### src/rtl/hamm_pkg.sv
// hamm_pkg: shared types and helpers for the 11/16 SECDED decoder.
// Word bit i is Hamming position i; p0 is overall even parity.
package hamm_pkg;

  typedef enum logic [2:0] {
    GET_LSW = 3'd0,
    GET_MSW = 3'd1,
    CHECK   = 3'd2,
    FIX     = 3'd3,
    OUT     = 3'd4
  } state_t;

  localparam logic [1:0] ST_CLEAN = 2'b00;
  localparam logic [1:0] ST_CORR  = 2'b01;
  localparam logic [1:0] ST_DBL   = 2'b10;

  localparam int unsigned DATA_POS [11] = '{
    3, 5, 6, 7, 9, 10, 11, 12, 13, 14, 15
  };

  function automatic logic [10:0] extract_data(
    input logic [15:0] w
  );
    logic [10:0] d;
    d = '0;
    for (int i = 0; i < 11; i++) begin
      d[i] = w[DATA_POS[i]];
    end
    return d;
  endfunction

endpackage

### src/rtl/hamm_syndrome.sv
// hamm_syndrome: combinational syndrome and overall parity.
// Shared with the encoder self-check path.
module hamm_syndrome (
  input  logic [15:0] word,
  output logic [3:0]  s,
  output logic        ovr
);

  // XOR of the indices of every set bit at positions 1..15
  always_comb begin
    s = '0;
    for (int i = 1; i < 16; i++) begin
      if (word[i]) begin
        s = s ^ i[3:0];
      end
    end
    ovr = ^word;
  end

endmodule

### src/rtl/hamm_decoder.sv
// hamm_decoder: two-beat receive, syndrome check, SECDED fix.
// One word in flight; saturating corrected/double counters.
module hamm_decoder
  import hamm_pkg::*;
#(
  parameter int CNT_W = 8
) (
  input  logic             clk,
  input  logic             reset_n,
  input  logic             in_valid,
  output logic             in_ready,
  input  logic [7:0]       in_byte,
  output logic             out_valid,
  input  logic             out_ready,
  output logic [10:0]      out_data,
  output logic [1:0]       out_status,
  input  logic             clr_cnt,
  output logic [CNT_W-1:0] corr_cnt,
  output logic [CNT_W-1:0] dbl_cnt
);

  state_t      state;
  state_t      state_nxt;
  logic [7:0]  lsw;
  logic [7:0]  msw;
  logic [15:0] word;
  logic [3:0]  syn_c;
  logic        ovr_c;
  logic [3:0]  syn_q;
  logic        ovr_q;
  logic [15:0] fixed_word;
  logic [1:0]  fix_status;
  logic        do_fix;

  assign word      = {msw, lsw};
  assign in_ready  = (state == GET_LSW) ||
                     (state == GET_MSW);
  assign out_valid = (state == OUT);
  assign do_fix    = (state == FIX);

  hamm_syndrome u_syn (
    .word (word),
    .s    (syn_c),
    .ovr  (ovr_c)
  );

  // next-state selection for the word sequencer
  always_comb begin
    state_nxt = state;
    unique case (state)
      GET_LSW: if (in_valid) state_nxt = GET_MSW;
      GET_MSW: if (in_valid) state_nxt = CHECK;
      CHECK:   state_nxt = FIX;
      FIX:     state_nxt = OUT;
      OUT:     if (out_ready) state_nxt = GET_LSW;
      default: state_nxt = GET_LSW;
    endcase
  end

  // sequencer state register
  always_ff @(posedge clk) begin
    if (!reset_n) begin
      state <= GET_LSW;
    end else begin
      state <= state_nxt;
    end
  end

  // beat capture; a reset drops any half-received word
  always_ff @(posedge clk) begin
    if (!reset_n) begin
      lsw <= '0;
      msw <= '0;
    end else begin
      if (state == GET_LSW && in_valid) lsw <= in_byte;
      if (state == GET_MSW && in_valid) msw <= in_byte;
    end
  end

  // syndrome is registered so FIX sees a stable value
  always_ff @(posedge clk) begin
    if (!reset_n) begin
      syn_q <= '0;
      ovr_q <= 1'b0;
    end else if (state == CHECK) begin
      syn_q <= syn_c;
      ovr_q <= ovr_c;
    end
  end

  // classify the word and repair a single flipped bit
  always_comb begin
    fixed_word = word;
    fix_status = ST_CLEAN;
    unique case (1'b1)
      (ovr_q && syn_q != 4'd0): begin
        fixed_word = word ^ (16'd1 << syn_q);
        fix_status = ST_CORR;
      end
      (ovr_q && syn_q == 4'd0): begin
        fix_status = ST_CORR;
      end
      (!ovr_q && syn_q != 4'd0): begin
        fix_status = ST_DBL;
      end
      default: begin
        fix_status = ST_CLEAN;
      end
    endcase
  end

  // result registers hold through backpressure and after handoff
  always_ff @(posedge clk) begin
    if (!reset_n) begin
      out_data   <= '0;
      out_status <= ST_CLEAN;
    end else if (do_fix) begin
      out_data   <= extract_data(fixed_word);
      out_status <= fix_status;
    end
  end

  // saturating counters; a clear beats a same-cycle increment
  always_ff @(posedge clk) begin
    if (!reset_n || clr_cnt) begin
      corr_cnt <= '0;
      dbl_cnt  <= '0;
    end else if (do_fix) begin
      if (fix_status == ST_CORR && corr_cnt != '1) begin
        corr_cnt <= corr_cnt + 1'b1;
      end
      if (fix_status == ST_DBL && dbl_cnt != '1) begin
        dbl_cnt <= dbl_cnt + 1'b1;
      end
    end
  end

endmodule

### config.mk
export PLATFORM = sky130hd
export DESIGN_NAME = hamm_decoder
export DESIGN_NICKNAME = d
export VERILOG_FILES = /design/src/rtl/hamm_pkg.sv /design/src/rtl/hamm_syndrome.sv /design/src/rtl/hamm_decoder.sv
export SDC_FILE = /design/constraint.sdc
export NUM_CORES = 1
export LEC_CHECK = 0
export CAP_MARGIN = 20
export CORE_MARGIN = 4
export CORE_UTILIZATION = 35
export DETAILED_ROUTE_END_ITERATION = 8
export GPL_TIMING_DRIVEN = 0
export HOLD_SLACK_MARGIN = 0.12
export PLACE_DENSITY_LB_ADDON = 0.2
export SETUP_SLACK_MARGIN = 0.02
export SKIP_LAST_GASP = 1
export SYNTH_ARGS = -nofsm -noshare
export SYNTH_HDL_FRONTEND = slang
export SYNTH_SLANG_ARGS = --single-unit
### constraint.sdc
create_clock -name clk -period 2.3 [get_ports clk]
set_input_delay 0.46 -clock clk [delete_from_list [all_inputs] [get_ports clk]]
set_output_delay 0.46 -clock clk [all_outputs]
set_load 0.005 [all_outputs]
Word level (Yosys, flattened, before mapping)
Index checks and enable logic that the tools add are counted.
{"block": "word_totals", "register_bits": 53, "wordCells": 78, "out_inout_bits": 31}
{"block": "classes", "reduce_logical": 19, "n_shift": 1, "n_eq_ne": 11, "mux": 21, "n_bitwise": 15, "addsub": 2}
{"cell": "$mux 4", "count": 8}
{"cell": "$mux 3", "count": 7}
{"cell": "$add 8x1->8 const B", "count": 2}
{"cell": "$mux 16", "count": 1}
{"cell": "$ne 8x8->1 const B", "count": 2}
{"cell": "$reduce_xor 16->1", "count": 1}
{"cell": "$shl 1x4->16 const A", "count": 1}
{"cell": "$xor 16x16->16", "count": 1}
{"cell": "$pmux 3 s5", "count": 1}
{"cell": "$not 2->2", "count": 6}
{"cell": "$not 3->3", "count": 4}
{"cell": "$logic_and 1x1->1", "count": 7}
{"cell": "$eq 3x2->1 const B", "count": 2}
{"cell": "$logic_not 4->1", "count": 1}
{"cell": "$mux 2", "count": 2}
{"cell": "$ne 2x2->1 const B", "count": 2}
{"cell": "$not 4->4", "count": 1}
{"cell": "$pmux 2 s2", "count": 1}
{"cell": "$reduce_and 2->1", "count": 2}
{"cell": "$reduce_bool 4->1", "count": 1}
{"cell": "$eq 3x1->1 const B", "count": 1}
{"cell": "$eq 3x3->1 const B", "count": 1}
{"cell": "$logic_not 3->1", "count": 1}
{"cell": "$not 1->1 const A", "count": 3}
{"cell": "other kinds (8)", "count": 10}

Logic depth before layout (Yosys ltp)
{"block": "logic_depth", "ltp_word": 26, "mapped_depth": 6}

By module
A second synthesis with hierarchy kept.
{"block": "hier_totals", "hier_cells": 295, "hier_area_um2": 2622.5}
{"mod": "hamm_decoder", "seq_area_each_um2": 1061.0, "cells_each": 268, "instances": 1, "area_per_inst_um2": 2371.0}
{"mod": "hamm_syndrome", "seq_area_each_um2": 0.0, "cells_each": 27, "instances": 1, "area_per_inst_um2": 251.5}

Worst setup path before layout
No wires, ideal clock.
{"block": "synth_path", "kind": "register -> register", "startpoint": "register dbl_cnt[0]", "endpoint": "register dbl_cnt[5]", "t_arrival_ns": 1.644, "path_stages_with_launch": 7, "path_buffers": 0, "path_slack_ns": 0.532, "cell_sequence": "dfxtp_1 ha_1 and3_1 a2111oi_4 nand4_1 xor2_1 nor2_1"}
{"block": "synth_via", "elab_chain_len": 3, "word_cells_on_any_way": 4, "classes_between": "add/sub: 1; eq/ne: 1; reduce/logical: 2"}
{"item": "start: declaration", "line_no": "hamm_decoder.sv:19", "source": "output logic [CNT_W-1:0] dbl_cnt"}
{"item": "start signal: assignment", "line_no": "hamm_decoder.sv:133", "source": "dbl_cnt <= dbl_cnt + 1'b1;"}
{"item": "parallel branches: the longest is 3 deep, another holds $add 8x1->8"}
Several ways; the timed one is not identified.
A chain may end at the register's enable or synchronous reset.

Worst setup path in the final report
{"block": "layout_path", "startpoint": "register state[1]", "endpoint": "output port out_valid"}
{"block": "layout_via", "elab_chain_len": 1}
{"item": "start: declaration", "line_no": "hamm_decoder.sv:22", "source": "state_t state;"}
{"item": "start signal: assignment", "line_no": "hamm_decoder.sv:65", "source": "state <= state_nxt;"}
{"item": "$eq 3x3->1", "line_no": "hamm_decoder.sv:38", "source": "assign out_valid = (state == OUT);"}
{"item": "end: declaration", "line_no": "hamm_decoder.sv:13", "source": "output logic out_valid,"}
Every way passes these cells.

==> impl_metrics.ini <==
[synth]
synthesis.nets = 292
synth_top_area_share = 0.404
seq_area_frac_synth = 0.404
synth_top_flop_cell = dfxtp_1
ys_top_cells_by_area = dfxtp_1 (40%), xnor2_1 (10%), o211a_1 (5.3%)
syn_inst = 277
synth_edf_count = 0
yosys.area.top_type = dfxtp_1
syn_area_um2 = 2630
synthArstFlopShare = 0
yosysMostFrequentCell = dfxtp_1
ys_top_cells_by_count = dfxtp_1 (53), xnor2_1 (30), nand2_1 (27), o21ai_0 (15)
avgSynthCellArea_um2 = 9.49
yosysWarnings = 0
ys_types = 43
synth_seq_cells = 53

[final_layout]
diodes = 0
fin_nets = 342
synthToLayoutAreaGrowth_pct = 25.7
fin_util = 0.453
final_area_um2 = 3300
drive_gt1_frac = 0.0732
fin_cells = 427

[route]
vias = 2072
top_layer_used = met4
drtIter0Drc = 51
drc = 0
wire_per_inst_um = 13.2
ant_nets = 0
drt-total-wl_um = 5650
first_pass_iters = 4
vias_per_cell = 4.85
wl_met1_um = 2700
wl_met3_um = 219
wl_met2_um = 2670

[global_route]
grt_pass1_vias = 1991
grt_pass1_wl_um = 9700
antenna_found_initial = 0
grtUsageTotal = 0.135
grt_max_degree = 17
grt_remaining_overflow = 0

[cts]
root_buffer = clkbuf_8
clk_pin_slew_ps = 100
cts_resized = 0
insertion_delay_ps = 310
cts_buffers = 5
cts_tree = built
post_cts_buffers = 0
cts_max_level = 2
cts_hold_buffers = 0
clockBufferDepth = 2
clkSinkCount = 53

[setup_path]
critPathSlowestCell = clkdlybuf4s50_1
crit_chain = buf_4, nor3b_1, clkdlybuf4s50_1
worst-setup-path-type = reg -> out
worstSetupEndpointType = output port
critPathMaxStageDelay_ps = 570
cp-start-kind = flip-flop
cp.required_ps = 1840
cp_max_fo = 10
arrival_ps = 1720

[power_and_ir_drop]
clock_power_share = 0.341
p_sw_uw = 484
seqPwrFrac = 0.508
internal_power_uw = 1460
p_per_area_nw_per_um2 = 588
swShare = 0.249
pwr-share-comb = 0.150
ir_drop_mv = 0.228
power.leakage_uw = 0.00125

[floorplan]
start_util = 0.361
placementRows = 31
die_y_um = 94.7
dieArea_um2 = 8960
core_area_um2 = 7290
io_pins = 44
die-width_um = 94.7

[sta]
fmax_mhz = 458
slew_violations = 0
tightest_slew_ps = 751
setup_violations = 0
finClkSkew_ps = 9.05
relSlewSlack = 0.498
final_hold_viol_count = 0
fin_setup_tns_ps = 0
fin_crit_ps = 2180
rsz0062_at_grt = no
period_share = 0.949

[hold_path]
min_path_type = reg -> reg

[placement]
dp_hpwl_um = 4300
port_buffers = 43
dp_cells = 419
place_area_um2 = 3180
gp_congestion = 0.787

[run_status]
outcome = completed

[run]
maxCapViolCount = 0
[cells by family after synthesis]
logic type | count (synthesis) | synth area share
multiplexers | 12 | 0.0462
adder cells (fa/ha/maj) | 2 | 0.00952
buffers and inverters | 15 | 0.0328
AND/OR/NAND/NOR | 108 | 0.235
XOR/XNOR | 39 | 0.130
flip-flops | 53 | 0.404
AO/OA/AOI/OAI | 48 | 0.143
[final timing paths]
path | start | cells after the start | endpoint | slack [ps]
setup / recovery | state[1] | 3 | out_valid | 120
hold reg to reg | lsw[4] | 2 | lsw[4] | 480
hold / removal | lsw[4] | 2 | lsw[4] | 480
setup reg to reg | dbl_cnt[0] | 6 | dbl_cnt[6] | 350
[metal layers]
layer / global-route usage / vias up
li1: - / 1066
met1: 0.176 / 969
met2: 0.228 / 32
met3: 0.0271 / 5
met4: 0.0361 / 0
met5: 0 / -
[per-stage QoR]
stage               hold WS (ps)  setup slack [ps]  total power [µW]
floorplan                    456               532              1220
global route                 503              67.1              2050
finish                       478               118              1940
CTS                          485               130              1980
detailed placement           473               154              1310
global placement             467               219              1300
[power groups by stage]
stage	Combinational, µW	Sequential, µW	Clock, µW
after detailed placement	297	1010	0
after global placement	294	1010	0
final	292	988	664
after global routing	323	995	728
after floorplan	218	1000	0
after CTS	298	989	691
[layout make-up]
type	instances	area (µm²)
flip-flops and latches	53	1060
clock buffers	6	82.6
fillers	763	3990
well taps	99	124
inverters	2	7.51
multi-input cells	209	1480
plain buffers	13	78.8
clock inverters	2	37.5
repair buffers	43	430
[critical path, delay by kind of cell, from the launching register on]
family	cells	cell delay, ps
buffers and inverters	2	750
DFF	1	340
and+or+nand+nor	1	320
[flip-flops by register name, indices dropped and copies added, names as in the netlist]
register and flops:
out_status 2, msw 8, ovr_q 1, lsw 8
state 3, dbl_cnt 8, out_data 11, syn_q 4
corr_cnt 8
[cell usage in the layout, fill, tap and decap left out, drive strengths merged, types with 9 or more instances in the layout]
| master | n |
|---|---|
| dfxtp | 53 |
| clkdlybuf4s50 | 43 |
| xnor2 | 30 |
| nand2 | 27 |
| o21ai | 15 |
| nor2 | 14 |
| o211a | 14 |
| nand3 | 13 |
| clkbuf | 13 |
| or3 | 12 |
| nor2b | 11 |
| mux2i | 11 |
| xor2 | 9 |
Power figures use the tool's default switching activity.
